$ cat src/rtl/hdlc_rx_monitor.sv
// Passive checker for an HDLC receiver. It rebuilds flag, abort, end-of-frame and overflow
// expectations from the serial line and the frame strobes, then reports any disagreement.
module hdlc_rx_monitor #(
  parameter int FLAG_LAT  = 2,
  parameter int ABORT_LAT = 2,
  parameter int MAX_BYTES = 128,
  parameter int ERR_CNT_W = 16
) (
  input  logic                 Clk,
  input  logic                 Rst,
  input  logic                 MonEn,
  input  logic                 ErrClr,
  input  logic                 Rx,
  input  logic                 Rx_ValidFrame,
  input  logic                 Rx_FlagDetect,
  input  logic                 Rx_AbortDetect,
  input  logic                 Rx_AbortSignal,
  input  logic                 Rx_EoF,
  input  logic                 Rx_NewByte,
  input  logic                 Rx_Overflow,
  output logic [4:0]           ErrVec,
  output logic                 ErrPulse,
  output logic [ERR_CNT_W-1:0] ErrCnt,
  output logic [15:0]          FrameCnt
);

  localparam int              BC_W      = $clog2(MAX_BYTES + 2);
  localparam logic [BC_W-1:0] BC_MAX    = BC_W'(MAX_BYTES);
  localparam logic [BC_W-1:0] BC_SAT    = BC_W'(MAX_BYTES + 1);
  localparam logic [7:0]      FLAG_PAT  = 8'b0111_1110;
  localparam logic [7:0]      ABORT_PAT = 8'b0111_1111;

  // history_q holds the seven previous Rx bits; with the current Rx it forms the 8-bit window.
  logic [6:0]           history_q, history_d;
  logic [7:0]           hist_win;
  logic [6:0]           vf_hist_q, vf_hist_d;
  logic                 ovf_prev_q, ovf_prev_d;
  logic [2:0]           warm_q, warm_d;
  logic [FLAG_LAT-1:0]  flag_dl_q, flag_dl_d;
  logic [ABORT_LAT-1:0] abort_dl_q, abort_dl_d;
  logic                 as_pend_q, as_pend_d;
  logic                 eof_pend_q, eof_pend_d;
  logic                 ovf_pend_q, ovf_pend_d;
  logic [BC_W-1:0]      byte_cnt_q, byte_cnt_d;
  logic [4:0]           err_vec_q, err_vec_d;
  logic                 err_pulse_q, err_pulse_d;
  logic [ERR_CNT_W-1:0] err_cnt_q, err_cnt_d;
  logic [15:0]          frame_cnt_q, frame_cnt_d;

  logic                 hist_ok, edge_ok;
  logic                 vf_rise, vf_fall, ovf_rise;
  logic                 flag_push, abort_push;
  logic                 byte_inc, ovf_step;
  logic [4:0]           viol;
  logic [2:0]           viol_num;
  logic [ERR_CNT_W+2:0] cnt_sum;

  // NOTE: every signal written here gets a value on every path, so no latch can be inferred.
  always_comb begin
    hist_win  = {history_q, Rx};
    history_d = hist_win[6:0];
    vf_hist_d = {vf_hist_q[5:0], Rx_ValidFrame};
    ovf_prev_d = Rx_Overflow;
    warm_d    = (warm_q == 3'd7) ? warm_q : warm_q + 3'd1;

    // Past-value checks wait until their history holds real post-reset samples.
    hist_ok  = (warm_q == 3'd7);
    edge_ok  = (warm_q != 3'd0);
    vf_rise  = edge_ok && !vf_hist_q[0] && Rx_ValidFrame;
    vf_fall  = edge_ok && vf_hist_q[0] && !Rx_ValidFrame;
    ovf_rise = edge_ok && !ovf_prev_q && Rx_Overflow;

    flag_push  = MonEn && hist_ok && (hist_win == FLAG_PAT);
    abort_push = MonEn && hist_ok && (hist_win == ABORT_PAT) && (vf_hist_q == '0);
    flag_dl_d  = FLAG_LAT'({flag_dl_q, flag_push});
    abort_dl_d = ABORT_LAT'({abort_dl_q, abort_push});

    // A byte arriving on the opening cycle of a frame is the first byte of that frame.
    byte_inc = Rx_ValidFrame && Rx_NewByte && (byte_cnt_q != BC_SAT);
    ovf_step = !vf_rise && byte_inc && (byte_cnt_q == BC_MAX);
    if (vf_rise)       byte_cnt_d = Rx_NewByte ? BC_W'(1) : '0;
    else if (byte_inc) byte_cnt_d = byte_cnt_q + BC_W'(1);
    else               byte_cnt_d = byte_cnt_q;

    as_pend_d  = MonEn && Rx_ValidFrame && Rx_AbortDetect;
    eof_pend_d = MonEn && vf_fall;
    ovf_pend_d = MonEn && ovf_step;

    viol[0] = MonEn && (flag_dl_q[FLAG_LAT-1] != Rx_FlagDetect);
    viol[1] = MonEn && abort_dl_q[ABORT_LAT-1] && !Rx_AbortDetect;
    viol[2] = MonEn && as_pend_q && !Rx_AbortSignal;
    viol[3] = MonEn && eof_pend_q && !Rx_EoF;
    viol[4] = MonEn && ((ovf_pend_q && !Rx_Overflow) ||
                        (ovf_rise && (byte_cnt_q <= BC_MAX)));

    viol_num = {2'b00, viol[0]} + {2'b00, viol[1]} + {2'b00, viol[2]}
             + {2'b00, viol[3]} + {2'b00, viol[4]};
    cnt_sum  = {3'b000, err_cnt_q} + {{ERR_CNT_W{1'b0}}, viol_num};

    err_pulse_d = |viol;
    if (ErrClr) begin
      err_vec_d = '0;
      err_cnt_d = '0;
    end else begin
      err_vec_d = err_vec_q | viol;
      err_cnt_d = (|cnt_sum[ERR_CNT_W+2:ERR_CNT_W]) ? '1 : cnt_sum[ERR_CNT_W-1:0];
    end

    frame_cnt_d = frame_cnt_q + 16'(vf_fall);
  end

  // NOTE: state updates use non-blocking assignments so every flop samples pre-edge values.
  always_ff @(posedge Clk or posedge Rst) begin
    if (Rst) begin
      history_q   <= '0;
      vf_hist_q   <= '0;
      ovf_prev_q  <= 1'b0;
      warm_q      <= '0;
      flag_dl_q   <= '0;
      abort_dl_q  <= '0;
      as_pend_q   <= 1'b0;
      eof_pend_q  <= 1'b0;
      ovf_pend_q  <= 1'b0;
      byte_cnt_q  <= '0;
      err_vec_q   <= '0;
      err_pulse_q <= 1'b0;
      err_cnt_q   <= '0;
      frame_cnt_q <= '0;
    end else begin
      history_q   <= history_d;
      vf_hist_q   <= vf_hist_d;
      ovf_prev_q  <= ovf_prev_d;
      warm_q      <= warm_d;
      flag_dl_q   <= flag_dl_d;
      abort_dl_q  <= abort_dl_d;
      as_pend_q   <= as_pend_d;
      eof_pend_q  <= eof_pend_d;
      ovf_pend_q  <= ovf_pend_d;
      byte_cnt_q  <= byte_cnt_d;
      err_vec_q   <= err_vec_d;
      err_pulse_q <= err_pulse_d;
      err_cnt_q   <= err_cnt_d;
      frame_cnt_q <= frame_cnt_d;
    end
  end

  assign ErrVec   = err_vec_q;
  assign ErrPulse = err_pulse_q;
  assign ErrCnt   = err_cnt_q;
  assign FrameCnt = frame_cnt_q;

endmodule

$ cat config.mk
export PLATFORM = sky130hd
export DESIGN_NAME = hdlc_rx_monitor
export DESIGN_NICKNAME = d
export VERILOG_FILES = /design/src/rtl/hdlc_rx_monitor.sv
export SDC_FILE = /design/constraint.sdc
export NUM_CORES = 1
export LEC_CHECK = 0
export CAP_MARGIN = 20
export CORE_ASPECT_RATIO = 0.6
export CORE_MARGIN = 3
export CORE_UTILIZATION = 50
export CTS_BUF_LIST = sky130_fd_sc_hd__clkbuf_8
export DETAILED_ROUTE_END_ITERATION = 6
export PLACE_DENSITY = 0.85
export SETUP_SLACK_MARGIN = 0.1
export SYNTH_ARGS = -nofsm -noshare
export SYNTH_HDL_FRONTEND = slang
export SYNTH_SLANG_ARGS = --single-unit
$ cat constraint.sdc
create_clock -name Clk -period 2.9 [get_ports Clk]
set_input_delay 0.435 -clock Clk [delete_from_list [all_inputs] [get_ports Clk]]
set_output_delay 0.435 -clock Clk [all_outputs]
set_load 0.02 [all_outputs]
==> impl_results.md <==
* CTS max path bufs at 2
* Fmax at 307 MHz
* Slew headroom at a little over a third
* Top cells by area, synth: dfrtp_1 56%, xnor2_1 6.6%, ha_1 4.7%
* Status: finished with violations
* Min Hold Slack at 0.366 ns
* Avg Cell Area, Syn at 11.3 um^2
* Average vias per placed instance at ~5.8
* Yosys cell types at between 40 and 50
* RSZ-0062 raised after global routing: true
* Peak supply drop at 0.000343 V
* Total global-route track usage at 25.9%
* Final setup violation count at 16
* Worst-Margin Slew at 0.960 ns
* Xor/xnor share of the synthesized area at ~8.2%
* Crit-path max FO at 6
* Most numerous cell in the Yosys netlist: dfrtp_1
* Final setup skew at roughly 0.0056 ns
* Core ar. at 0.00589 mm^2
* Initial antenna violation count at 0
* Die W at 109 um
* Vias in the first global route at 2636
* Via count at 2671
* Mapped cell area at between 0.003 and 0.004 mm^2
* CP max-delay cell: fa_1
* Pleak at 0.00201 uW
* Critical path type: register to register
* Die height at ~68 um
* Dpl cell area at 0.00401 mm^2
* Layout Area Growth over Synthesis at 38.5%
* # DRC at 0
* Root Driver: clkbuf_8
* H-tree lvl count at 3
* HPWL Detailed at 5250 um
* Crit path time final at about 3.3 ns
* Io pins at 50
* Final core occ at between 70% and 80%
* Hold-fix buffers, CTS at 0
* Final Worst Setup Slack at -0.353 ns
* Compound-gate portion of the synthesized area at 7.12%
* Post-synth top cells: 71 x dfrtp_1, 25 x nor2_1, 24 x xnor2_1, 19 x nand2_1
* CTS clock-pin slew for the worst setup and hold paths at 0.07 ns
* Largest area contributor in the netlist: dfrtp_1
* Final nets at 401
* Initial drt markers at 218
* Post-synthesis mux area share at 1.02%
* Dpl ws at -0.760 ns
* CP Capture Type: register
* Area fraction of the dominant cell type after synthesis at 55.5%
* Design area at 0.00443 mm^2
* Ant. Diodes at 0
* Post-Route WL at 9130 um
* Fin. max-slew vios at 0
* Hold Path Class: register to register
* Clk sink count at 71
* Type of origin of the critical path: register
* First drt pass iteration count at 5
* Simple-Gate Fraction of Synth Area at a little under a fifth
* Post-synth EDFFs at 0
* Final GP Congestion at 0.809
* Largest family of logic cells by synthesized area: simple AND/OR/NAND/NOR gates
* First-pass GRT wire length at 14100 um
* Worst Path Required at between 3 and 4 ns
* Total of max-cap violations at 0
* Post-synth ARST share at 100%
* CTS buffer count at 9
* Hold Fails Final Rpt at 0
* Pin count of the biggest net entering global routing at 32
* Fillers at 352
* Worst-path cell chain: nor4_4 -> and4b_1 -> o211ai_1 -> fa_1 -> inv_1 -> ha_2 -> fa_2 -> a21oi_4 -> buf_6 -> nor4_4 -> buf_6 -> nand2_8 -> a31oi_1
* CP arrival at 3.43 ns
* Die area at 0.00743 mm^2
* Synthesized Nets at just over 300
* CTS tree: done
* Violated checks: negative setup slack
* WL/cell at between 15 and 20 um
* Skew-Pair Late Insertion Delay at about 0.34 ns
* Share of cells above drive strength 1 at 21.1%
* Post-synthesis instance total at 284
* Post-route ant nets at 0
* FP Rows at 21
* Grt total ovfl at 0
* Final setup TNS at -5.13 ns
* Post-synthesis register bit count at 71
* Initial core utilization at between 50 and 60%
* Most used DFF post-synth: dfrtp_1
* YS warnings at 0
* Post-Synth Adder-Cell Area at 6.57%
* Worst stage delay on the critical path at approximately 0.54 ns
* Sequential share of the synthesized area at 55.5%
* Final period util at 112%
* Pwr dens at 558 mW/mm^2
* Buffers on Ports at 49
[power by group]
group | total [uW] | internal, uW | switching, uW
Combinational | 366 | 173 | 193
Clock | 987 | 618 | 369
Sequential | 1120 | 1050 | 63.5
Total | 2470 | 1850 | 625
[sequential cells by signal, summed over array words and instances, names as in the netlist]
register and flops:
flag_dl_q 2, warm_q 3, history_q 7, FrameCnt 16
byte_cnt_q 8, ovf_prev_q 1, eof_pend_q 1, ErrCnt 16
ErrVec 5, ErrPulse 1, ovf_pend_q 1, vf_hist_q 7
abort_dl_q 2, as_pend_q 1
[worst paths after layout]
check                                    from            end  slack, ns  cells past startpoint
worst max-delay path            byte_cnt_q[6]     ErrCnt[11]      -0.35                     13
worst min-delay path            abort_dl_q[0]  abort_dl_q[1]       0.37                      0
worst max register to register  byte_cnt_q[6]     ErrCnt[11]      -0.35                     13
worst min register to register  abort_dl_q[0]  abort_dl_q[1]       0.37                      0
max in group asynchronous                 Rst  byte_cnt_q[6]       1.72                      3
min in group asynchronous                 Rst      ErrVec[2]       0.53                      2
[final cells by class]
class / instances / area (um^2) / area share (%)
clock inverter: 5 / 104 / 2.34
clock buffer: 11 / 151 / 3.42
tap: 80 / 100 / 2.26
multi-input combinational: 194 / 1480 / 33.5
timing repair buffer: 82 / 754 / 17.0
sequential: 71 / 1780 / 40.1
inverter: 16 / 60.1 / 1.36
[critical path, delay by kind of cell (launching register included)]
family | cells | cell delay [ns]
AOI/OAI and AO/OA | 3 | 0.47
adders and majority gates | 3 | 1.09
buffers and inverters | 3 | 0.36
DFF | 1 | 0.41
and+or+nand+nor | 4 | 0.76
[stage by stage]
stage	cells	total power (uW)
after floorplan	284	1310
after global placement	435	1480
after detailed placement	435	1490
after CTS	457	2470
after global routing	459	2570
final	459	2470
[layer usage]
layer | track usage, % | share of wire [%] | vias to the layer above
met4 | 10.3 | 2.8 | 0
li1 | - | - | 1170
met3 | 9.05 | 8.7 | 31
met5 | 0 | 0 | -
met1 | 35.5 | 43 | 1328
met2 | 38.2 | 45 | 142
[cell usage in the layout (no fill, tap or decap), types with 8 or more instances in the layout]
cell type	n
inv_1	15
a21oi_1	12
nor2_1	23
nor3_1	8
nand2_1	18
buf_4	30
ha_1	11
xnor2_1	23
nand3_1	15
clkdlybuf4s50_1	46
dfrtp_1	71
clkbuf_8	11
[repair_timing]
action	CTS	global route
resized for setup	14	10
buffers inserted	6	2
cloned	1	0
pin swaps	15	8
endpoints found under the setup margin	16	16
[kinds of logic (layout without fill, tap and decap cells)]
| logic type | after synthesis | after routing |
|---|---|---|
| fa+ha+maj | 15 | 15 |
| simple gates | 109 | 110 |
| compound gates | 36 | 36 |
| xor+xnor | 30 | 30 |
| mux | 3 | 3 |
| flops | 71 | 71 |
| buf+inv | 20 | 114 |
(Power assumes the default switching activity.)
